**src/rtl/comefa_swizzle_pkg.sv**
```systemverilog
// Shared constants and sequencer state encoding for the swizzle load path.
// Contents:
//   COUNT_TO_SWITCH_BUFFERS - beats per swizzle buffer switch (one group)
//   MEM_CTRL_DWIDTH         - memory-controller / RAM data beat width
//   seq_state_t             - load sequencer states IDLE/REQ/STREAM/DRAIN
package comefa_swizzle_pkg;

   localparam int unsigned COUNT_TO_SWITCH_BUFFERS = 40;
   localparam int unsigned MEM_CTRL_DWIDTH         = 40;

   typedef enum logic [1:0] {
      IDLE   = 2'd0,
      REQ    = 2'd1,
      STREAM = 2'd2,
      DRAIN  = 2'd3
   } seq_state_t;

endpackage

```
**src/rtl/swz_desc_fifo.sv**
```systemverilog
// Synchronous descriptor FIFO with registered full/empty flags.
// Ports:
//   clk, resetn  - clock, synchronous active-low reset
//   push, wdata  - write request (ignored while full) and payload
//   pop          - read request (ignored while empty)
//   rdata        - head entry, valid while !empty
//   full, empty  - registered occupancy flags
module swz_desc_fifo #(
   parameter int unsigned WIDTH = 54,
   parameter int unsigned DEPTH = 4
) (
   input  logic             clk,
   input  logic             resetn,
   input  logic             push,
   input  logic [WIDTH-1:0] wdata,
   input  logic             pop,
   output logic [WIDTH-1:0] rdata,
   output logic             full,
   output logic             empty
);

   localparam int unsigned AW = $clog2(DEPTH);
   localparam int unsigned CW = AW + 1;

   logic [WIDTH-1:0] mem [DEPTH];
   logic [AW-1:0]    wr_ptr;
   logic [AW-1:0]    rd_ptr;
   logic [CW-1:0]    count;
   logic [CW-1:0]    count_nxt;
   logic             do_push;
   logic             do_pop;

   assign do_push = push && !full;
   assign do_pop  = pop && !empty;
   assign rdata   = mem[rd_ptr];

   // Occupancy after this cycle's push/pop; flags are registered from it.
   always_comb begin
      count_nxt = count;
      if (do_push && !do_pop) begin
         count_nxt = count + CW'(1);
      end else if (do_pop && !do_push) begin
         count_nxt = count - CW'(1);
      end
   end

   // Storage array, no reset needed.
   always_ff @(posedge clk) begin
      if (do_push) begin
         mem[wr_ptr] <= wdata;
      end
   end

   // Pointers and flags.
   always_ff @(posedge clk) begin
      if (!resetn) begin
         wr_ptr <= '0;
         rd_ptr <= '0;
         count  <= '0;
         full   <= 1'b0;
         empty  <= 1'b1;
      end else begin
         if (do_push) wr_ptr <= wr_ptr + AW'(1);
         if (do_pop)  rd_ptr <= rd_ptr + AW'(1);
         count <= count_nxt;
         full  <= (count_nxt == CW'(DEPTH));
         empty <= (count_nxt == '0);
      end
   end

endmodule

```
**src/rtl/swizzle_load_sequencer.sv**
```systemverilog
// Sequences DRAM-to-CRAM load jobs: queues descriptors, issues one DRAM read
// burst per job, forwards beats to the swizzle one cycle later and waits for
// the swizzle to flush before starting the next job.
// Ports:
//   clk, resetn                  - clock, synchronous active-low reset
//   desc_*                       - descriptor push (valid/ready + fields)
//   rd_req_*                     - DRAM read request (addr, len in beats)
//   rd_data_valid/ready, rd_data - DRAM read data
//   sw_data_valid/last, sw_data  - beat stream into the swizzle
//   sw_start_addr, sw_dma_mode   - per-job swizzle settings, held between pops
//   sw_ready                     - swizzle flushed/ready
//   busy, done, err              - status: active, job-complete pulse, sticky error
module swizzle_load_sequencer
   import comefa_swizzle_pkg::*;
#(
   parameter int unsigned DWIDTH      = MEM_CTRL_DWIDTH,
   parameter int unsigned GROUP       = COUNT_TO_SWITCH_BUFFERS,
   parameter int unsigned DRAM_AWIDTH = 32,
   parameter int unsigned CRAM_AWIDTH = 13,
   parameter int unsigned GRP_W       = 8,
   parameter int unsigned LEN_W       = 16,
   parameter int unsigned FIFO_DEPTH  = 4
) (
   input  logic                   clk,
   input  logic                   resetn,
   input  logic                   desc_valid,
   output logic                   desc_ready,
   input  logic [DRAM_AWIDTH-1:0] desc_dram_addr,
   input  logic [GRP_W-1:0]       desc_groups,
   input  logic [CRAM_AWIDTH-1:0] desc_cram_addr,
   input  logic                   desc_dma_mode,
   output logic                   rd_req_valid,
   input  logic                   rd_req_ready,
   output logic [DRAM_AWIDTH-1:0] rd_req_addr,
   output logic [LEN_W-1:0]       rd_req_len,
   input  logic                   rd_data_valid,
   output logic                   rd_data_ready,
   input  logic [DWIDTH-1:0]      rd_data,
   output logic                   sw_data_valid,
   output logic                   sw_data_last,
   output logic [DWIDTH-1:0]      sw_data,
   output logic [CRAM_AWIDTH-1:0] sw_start_addr,
   output logic                   sw_dma_mode,
   input  logic                   sw_ready,
   output logic                   busy,
   output logic                   done,
   output logic                   err
);

   localparam int unsigned DESC_W = DRAM_AWIDTH + GRP_W + CRAM_AWIDTH + 1;

   seq_state_t             state;
   seq_state_t             next_state;
   logic [DESC_W-1:0]      fifo_wdata;
   logic [DESC_W-1:0]      fifo_rdata;
   logic                   fifo_full;
   logic                   fifo_empty;
   logic                   pop;
   logic                   beat_acc;
   logic                   drain_guard;
   logic [LEN_W-1:0]       beats_left;
   logic [LEN_W-1:0]       head_len;
   logic [DRAM_AWIDTH-1:0] head_addr;
   logic [GRP_W-1:0]       head_groups;
   logic [CRAM_AWIDTH-1:0] head_cram;
   logic                   head_dma;

   assign fifo_wdata = {desc_dram_addr, desc_groups, desc_cram_addr, desc_dma_mode};
   assign {head_addr, head_groups, head_cram, head_dma} = fifo_rdata;

   assign desc_ready = !fifo_full;
   assign pop        = (state == IDLE) && !fifo_empty && sw_ready;
   assign beat_acc   = rd_data_valid && rd_data_ready;

   swz_desc_fifo #(
      .WIDTH (DESC_W),
      .DEPTH (FIFO_DEPTH)
   ) u_desc_fifo (
      .clk    (clk),
      .resetn (resetn),
      .push   (desc_valid),
      .wdata  (fifo_wdata),
      .pop    (pop),
      .rdata  (fifo_rdata),
      .full   (fifo_full),
      .empty  (fifo_empty)
   );

   // Burst length in beats; shift-add form of groups*40 avoids a multiplier.
   always_comb begin
      head_len = '0;
      if (GROUP == 40) begin
         head_len = (LEN_W'(head_groups) << 5) + (LEN_W'(head_groups) << 3);
      end else begin
         head_len = LEN_W'(head_groups) * LEN_W'(GROUP);
      end
   end

   // State register.
   always_ff @(posedge clk) begin
      if (!resetn) begin
         state <= IDLE;
      end else begin
         state <= next_state;
      end
   end

   // Next-state logic.
   always_comb begin
      next_state = state;
      case (state)
         IDLE:    if (pop && (head_groups != '0)) next_state = REQ;
         REQ:     if (rd_req_ready) next_state = STREAM;
         STREAM:  if (beat_acc && (beats_left == LEN_W'(1))) next_state = DRAIN;
         DRAIN:   if (!drain_guard && sw_ready) next_state = IDLE;
         default: next_state = IDLE;
      endcase
   end

   // State-decoded outputs.
   always_comb begin
      rd_req_valid  = 1'b0;
      rd_data_ready = 1'b0;
      busy          = !fifo_empty;
      case (state)
         REQ:     rd_req_valid  = 1'b1;
         STREAM:  rd_data_ready = 1'b1;
         default: ;
      endcase
      if (state != IDLE) busy = 1'b1;
   end

   // Job registers, beat forwarding and status flags.
   always_ff @(posedge clk) begin
      if (!resetn) begin
         rd_req_addr   <= '0;
         rd_req_len    <= '0;
         beats_left    <= '0;
         sw_start_addr <= '0;
         sw_dma_mode   <= 1'b0;
         sw_data       <= '0;
         sw_data_valid <= 1'b0;
         sw_data_last  <= 1'b0;
         drain_guard   <= 1'b0;
         done          <= 1'b0;
         err           <= 1'b0;
      end else begin
         done          <= 1'b0;
         sw_data_valid <= beat_acc;
         sw_data_last  <= beat_acc && (beats_left == LEN_W'(1));
         // First DRAIN cycle ignores sw_ready so the swizzle can take the last beat.
         drain_guard   <= (state == STREAM) && (next_state == DRAIN);
         if (beat_acc) begin
            sw_data    <= rd_data;
            beats_left <= beats_left - LEN_W'(1);
         end
         if (pop) begin
            rd_req_addr   <= head_addr;
            rd_req_len    <= head_len;
            beats_left    <= head_len;
            sw_start_addr <= head_cram;
            sw_dma_mode   <= head_dma;
            if (head_groups == '0) begin
               err  <= 1'b1;
               done <= 1'b1;
            end
         end
         if ((state == DRAIN) && (next_state == IDLE)) begin
            done <= 1'b1;
         end
      end
   end

endmodule
```
**config.mk**
```make
export PLATFORM = sky130hd
export DESIGN_NAME = swizzle_load_sequencer
export DESIGN_NICKNAME = d
export VERILOG_FILES = /design/src/rtl/comefa_swizzle_pkg.sv /design/src/rtl/swz_desc_fifo.sv /design/src/rtl/swizzle_load_sequencer.sv
export SDC_FILE = /design/constraint.sdc
export NUM_CORES = 1
export LEC_CHECK = 0
export ABC_CLOCK_PERIOD_IN_PS = 2700
export BUFFER_PORTS_ARGS = -buffer_cell sky130_fd_sc_hd__buf_2
export CORE_ASPECT_RATIO = 2
export CORE_MARGIN = 2
export CORE_UTILIZATION = 30
export CTS_CLUSTER_DIAMETER = 40
export DETAILED_ROUTE_END_ITERATION = 7
export PLACE_DENSITY = 0.59
export SETUP_SLACK_MARGIN = 0.15
export SYNTH_ARGS = -nofsm -noshare
export SYNTH_HDL_FRONTEND = slang
export SYNTH_HIERARCHICAL = 1
export SYNTH_SLANG_ARGS = --single-unit
export TNS_END_PERCENT = 5
```
**constraint.sdc**
```tcl
create_clock -name clk -period 2.7 [get_ports clk]
set_clock_uncertainty 0.05 [all_clocks]
set_input_delay 0.405 -clock clk [delete_from_list [all_inputs] [get_ports clk]]
set_output_delay 0.405 -clock clk [all_outputs]
set_load 0.01 [all_outputs]
```
==> impl_metrics.json <==
{
  "status": "finished, final reports clean",
  "finalHoldViolCount": 0,
  "port_buffers": 204,
  "yosys_warnings": 6,
  "grt_pass1_vias": 8607,
  "p_total_mw": 13.5,
  "fp.dieH_um": 300,
  "cp.arrival_ps": 2940,
  "cp-start-kind": "flop",
  "cp.required_ps": 3120,
  "place_inst": 1678,
  "final_cell_mix": "216 x edfxtp_1, 204 x buf_2, 203 x nand2_1, 129 x dfxtp_1, 111 x a21oi_1",
  "grt.total_usage_pct": 13.5,
  "highest_layer": "met5",
  "slew_headroom_pct": 58.9,
  "gp_congestion": 0.781,
  "h-tree-depth": 2,
  "drt_iter0_drc": 349,
  "cts.path.max_buffers": 3,
  "hold_start": "desc_dram_addr[4]",
  "maxCapViolations": 0,
  "grt_max_degree": 55,
  "cts_tree": "yes",
  "cts_buffers": 38,
  "end_kind": "flop",
  "synth.distinct_cells": 60,
  "finalSetupViolations": 0,
  "io_pins": 210,
  "core_sq_um": 43400,
  "synthesis.area_sq_um": 13200,
  "placed_cell_area_sq_um": 14900,
  "drive_above_1_share_pct": 32.4,
  "yosys.area.top_type": "edfxtp_1",
  "clockRootBuffer": "clkbuf_16",
  "start_util_pct": 30.4,
  "yosysSeqAreaShare_pct": 69.1,
  "wl_met3_mm": 1.70,
  "fin_crit_sh_pct": 93.4,
  "die_area_sq_um": 45700,
  "ir_drop_uv": 607,
  "synthTopCellsByArea": "edfxtp_1 49%, dfxtp_1 20%, mux4_2 9.2%",
  "tightest_slew_ps": 610,
  "p_per_area_nw_per_um2": 824,
  "yosys.area.top_type_share_pct": 49.2,
  "async_reset_ff_share_pct": 0,
  "clk-insertion-delay-late_ps": 530,
  "fin_nets": 1291,
  "syn_to_final_growth_pct": 23.9,
  "nFillCells": 4136,
  "critPathKind": "reg -> reg",
  "wl_met1_mm": 11.0,
  "fin_cells": 1757,
  "grt_antenna_before_repair": 8,
  "drt-total-wl_mm": 31.6,
  "grt_first_pass_wirelength_mm": 47.7,
  "synth_edf_count": 216,
  "synth_ff_type": "edfxtp_1",
  "vias": 8226,
  "cts.clk_slew.worst_paths_ps": 70,
  "final_area_sq_um": 16300,
  "report.final.slew_viol_count": 0,
  "synth-seq-cells": 347,
  "ctsHoldBuffers": 0,
  "avgSynthCellArea_sq_um": 13.9,
  "cts_sinks": 347,
  "fp-row-count": 108,
  "wl_met2_mm": 17.6,
  "drc": 0,
  "dr.pass1.iters": 4,
  "hold_path_depth": 1,
  "wl_per_cell_um": 18.0,
  "die_x_um": 152,
  "antenna_left": 0,
  "worst-r2r-cell-count": 10,
  "path_max_fanout": 7,
  "leakagePower_nw": 5.89,
  "final_common_cell": "edfxtp_1",
  "grt-ovfl-total": 0,
  "finalCriticalPeriod_ps": 2520,
  "fmax_mhz": 397,
  "rsz0062_at_grt": "true",
  "syn-instance-count": 951,
  "vias_per_cell": 4.68,
  "place_hpwl_mm": 20.9,
  "hold_path_class": "in -> reg"
}
## layout make-up
class,count,area [sq um],area share [%]
clock buffers,47,1000,6.15
flip-flops and latches,347,9110,55.8
repair buffers,235,1320,8.10
diodes,2,5.00,0.0306
inverters,15,58.8,0.360
multi-input cells,539,3870,23.7
well taps,550,688,4.21
clock inverters,22,273,1.67
## timing repair
item                                    CTS  global route
buffers inserted                          7             1
pin swaps                                 7             6
endpoints found under the setup margin    7            10
gates resized for setup                  16             6
## registers in the layout, summed over array words and instances, names as in the netlist, named ones only
name / cells
u_desc_fifo/mem: 216
sw_data: 40
rd_req_addr: 32
beats_left: 16
sw_start_addr: 13
rd_req_len: 11
u_desc_fifo/count: 3
state: 2
u_desc_fifo/rd_ptr: 2
u_desc_fifo/wr_ptr: 2
done: 1
drain_guard: 1
err: 1
sw_data_last: 1
sw_data_valid: 1
sw_dma_mode: 1
u_desc_fifo/empty: 1
u_desc_fifo/full: 1
## critical path, cell delays in order (launching register included)
cell	delay [ps]
dfxtp_4	420
mux4_2	570
buf_6	140
buf_6	100
inv_2	40
fa_2	210
nor2b_2	50
o31a_1	340
o22ai_2	140
mux2_4	320
o21ai_1	70
## metrics by stage
| stage | hold WS (ps) | TNS, ps | utilization (%) | setup WS (ps) |
|---|---|---|---|---|
| after floorplan | 417 | 0 | - | 151 |
| after detailed placement | 393 | -46.7 | 34.3 | -32.2 |
| final | 32.9 | 0 | 37.7 | 179 |
| after global placement | 389 | -10.8 | 34.3 | -10.8 |
| after CTS | 1.78 | 0 | 37.5 | 125 |
| after global routing | 12.3 | 0 | 37.7 | 62.8 |
## synthesized netlist by cell type, types with 10 or more instances
master	n
a21oi_1	111
and2_1	11
buf_1	10
clkbuf_1	25
dfxtp_1	131
edfxtp_1	216
ha_1	14
inv_1	14
mux4_2	54
nand2_1	204
nor2_1	31
o21ai_0	14
xnor2_1	14
## cells by family (layout without fill, tap and decap cells)
kind of cell / after synthesis / in the layout / synth area share [%]
xor gates and xnor gates: 18 / 18 / 1.25
muxes: 56 / 56 / 9.39
AOI/OAI and AO/OA: 148 / 148 / 6.14
other: 1 / 7 / 0.0284
and+or+nand+nor: 297 / 297 / 9.99
buffers and inverters: 69 / 319 / 2.64
DFF: 347 / 347 / 69.1
adders and majority gates: 15 / 15 / 1.48
## where the power goes
group | internal, mW | switching (mW) | leakage [nW]
logic | 0.849 | 1.14 | 2.23
registers | 6.07 | 0.181 | 3.05
clock network | 3.02 | 2.22 | 0.614
total | 9.94 | 3.53 | 5.89
## metal layers
layer / GRT usage (%) / up-vias
met1: 13.2 / 4016
li1: - / 3901
met5: 0 / -
met2: 26.4 / 224
met3: 2.85 / 77
met4: 6.23 / 8
## worst paths after layout
path | to | slack [ps]
hold reg to reg | sw_data[6] | 400
setup reg to reg | beats_left[11] | 180
setup / recovery | beats_left[11] | 180
hold / removal | u_desc_fifo/mem[1][26] | 30
Note: power is estimated with default switching activity, not from simulation.
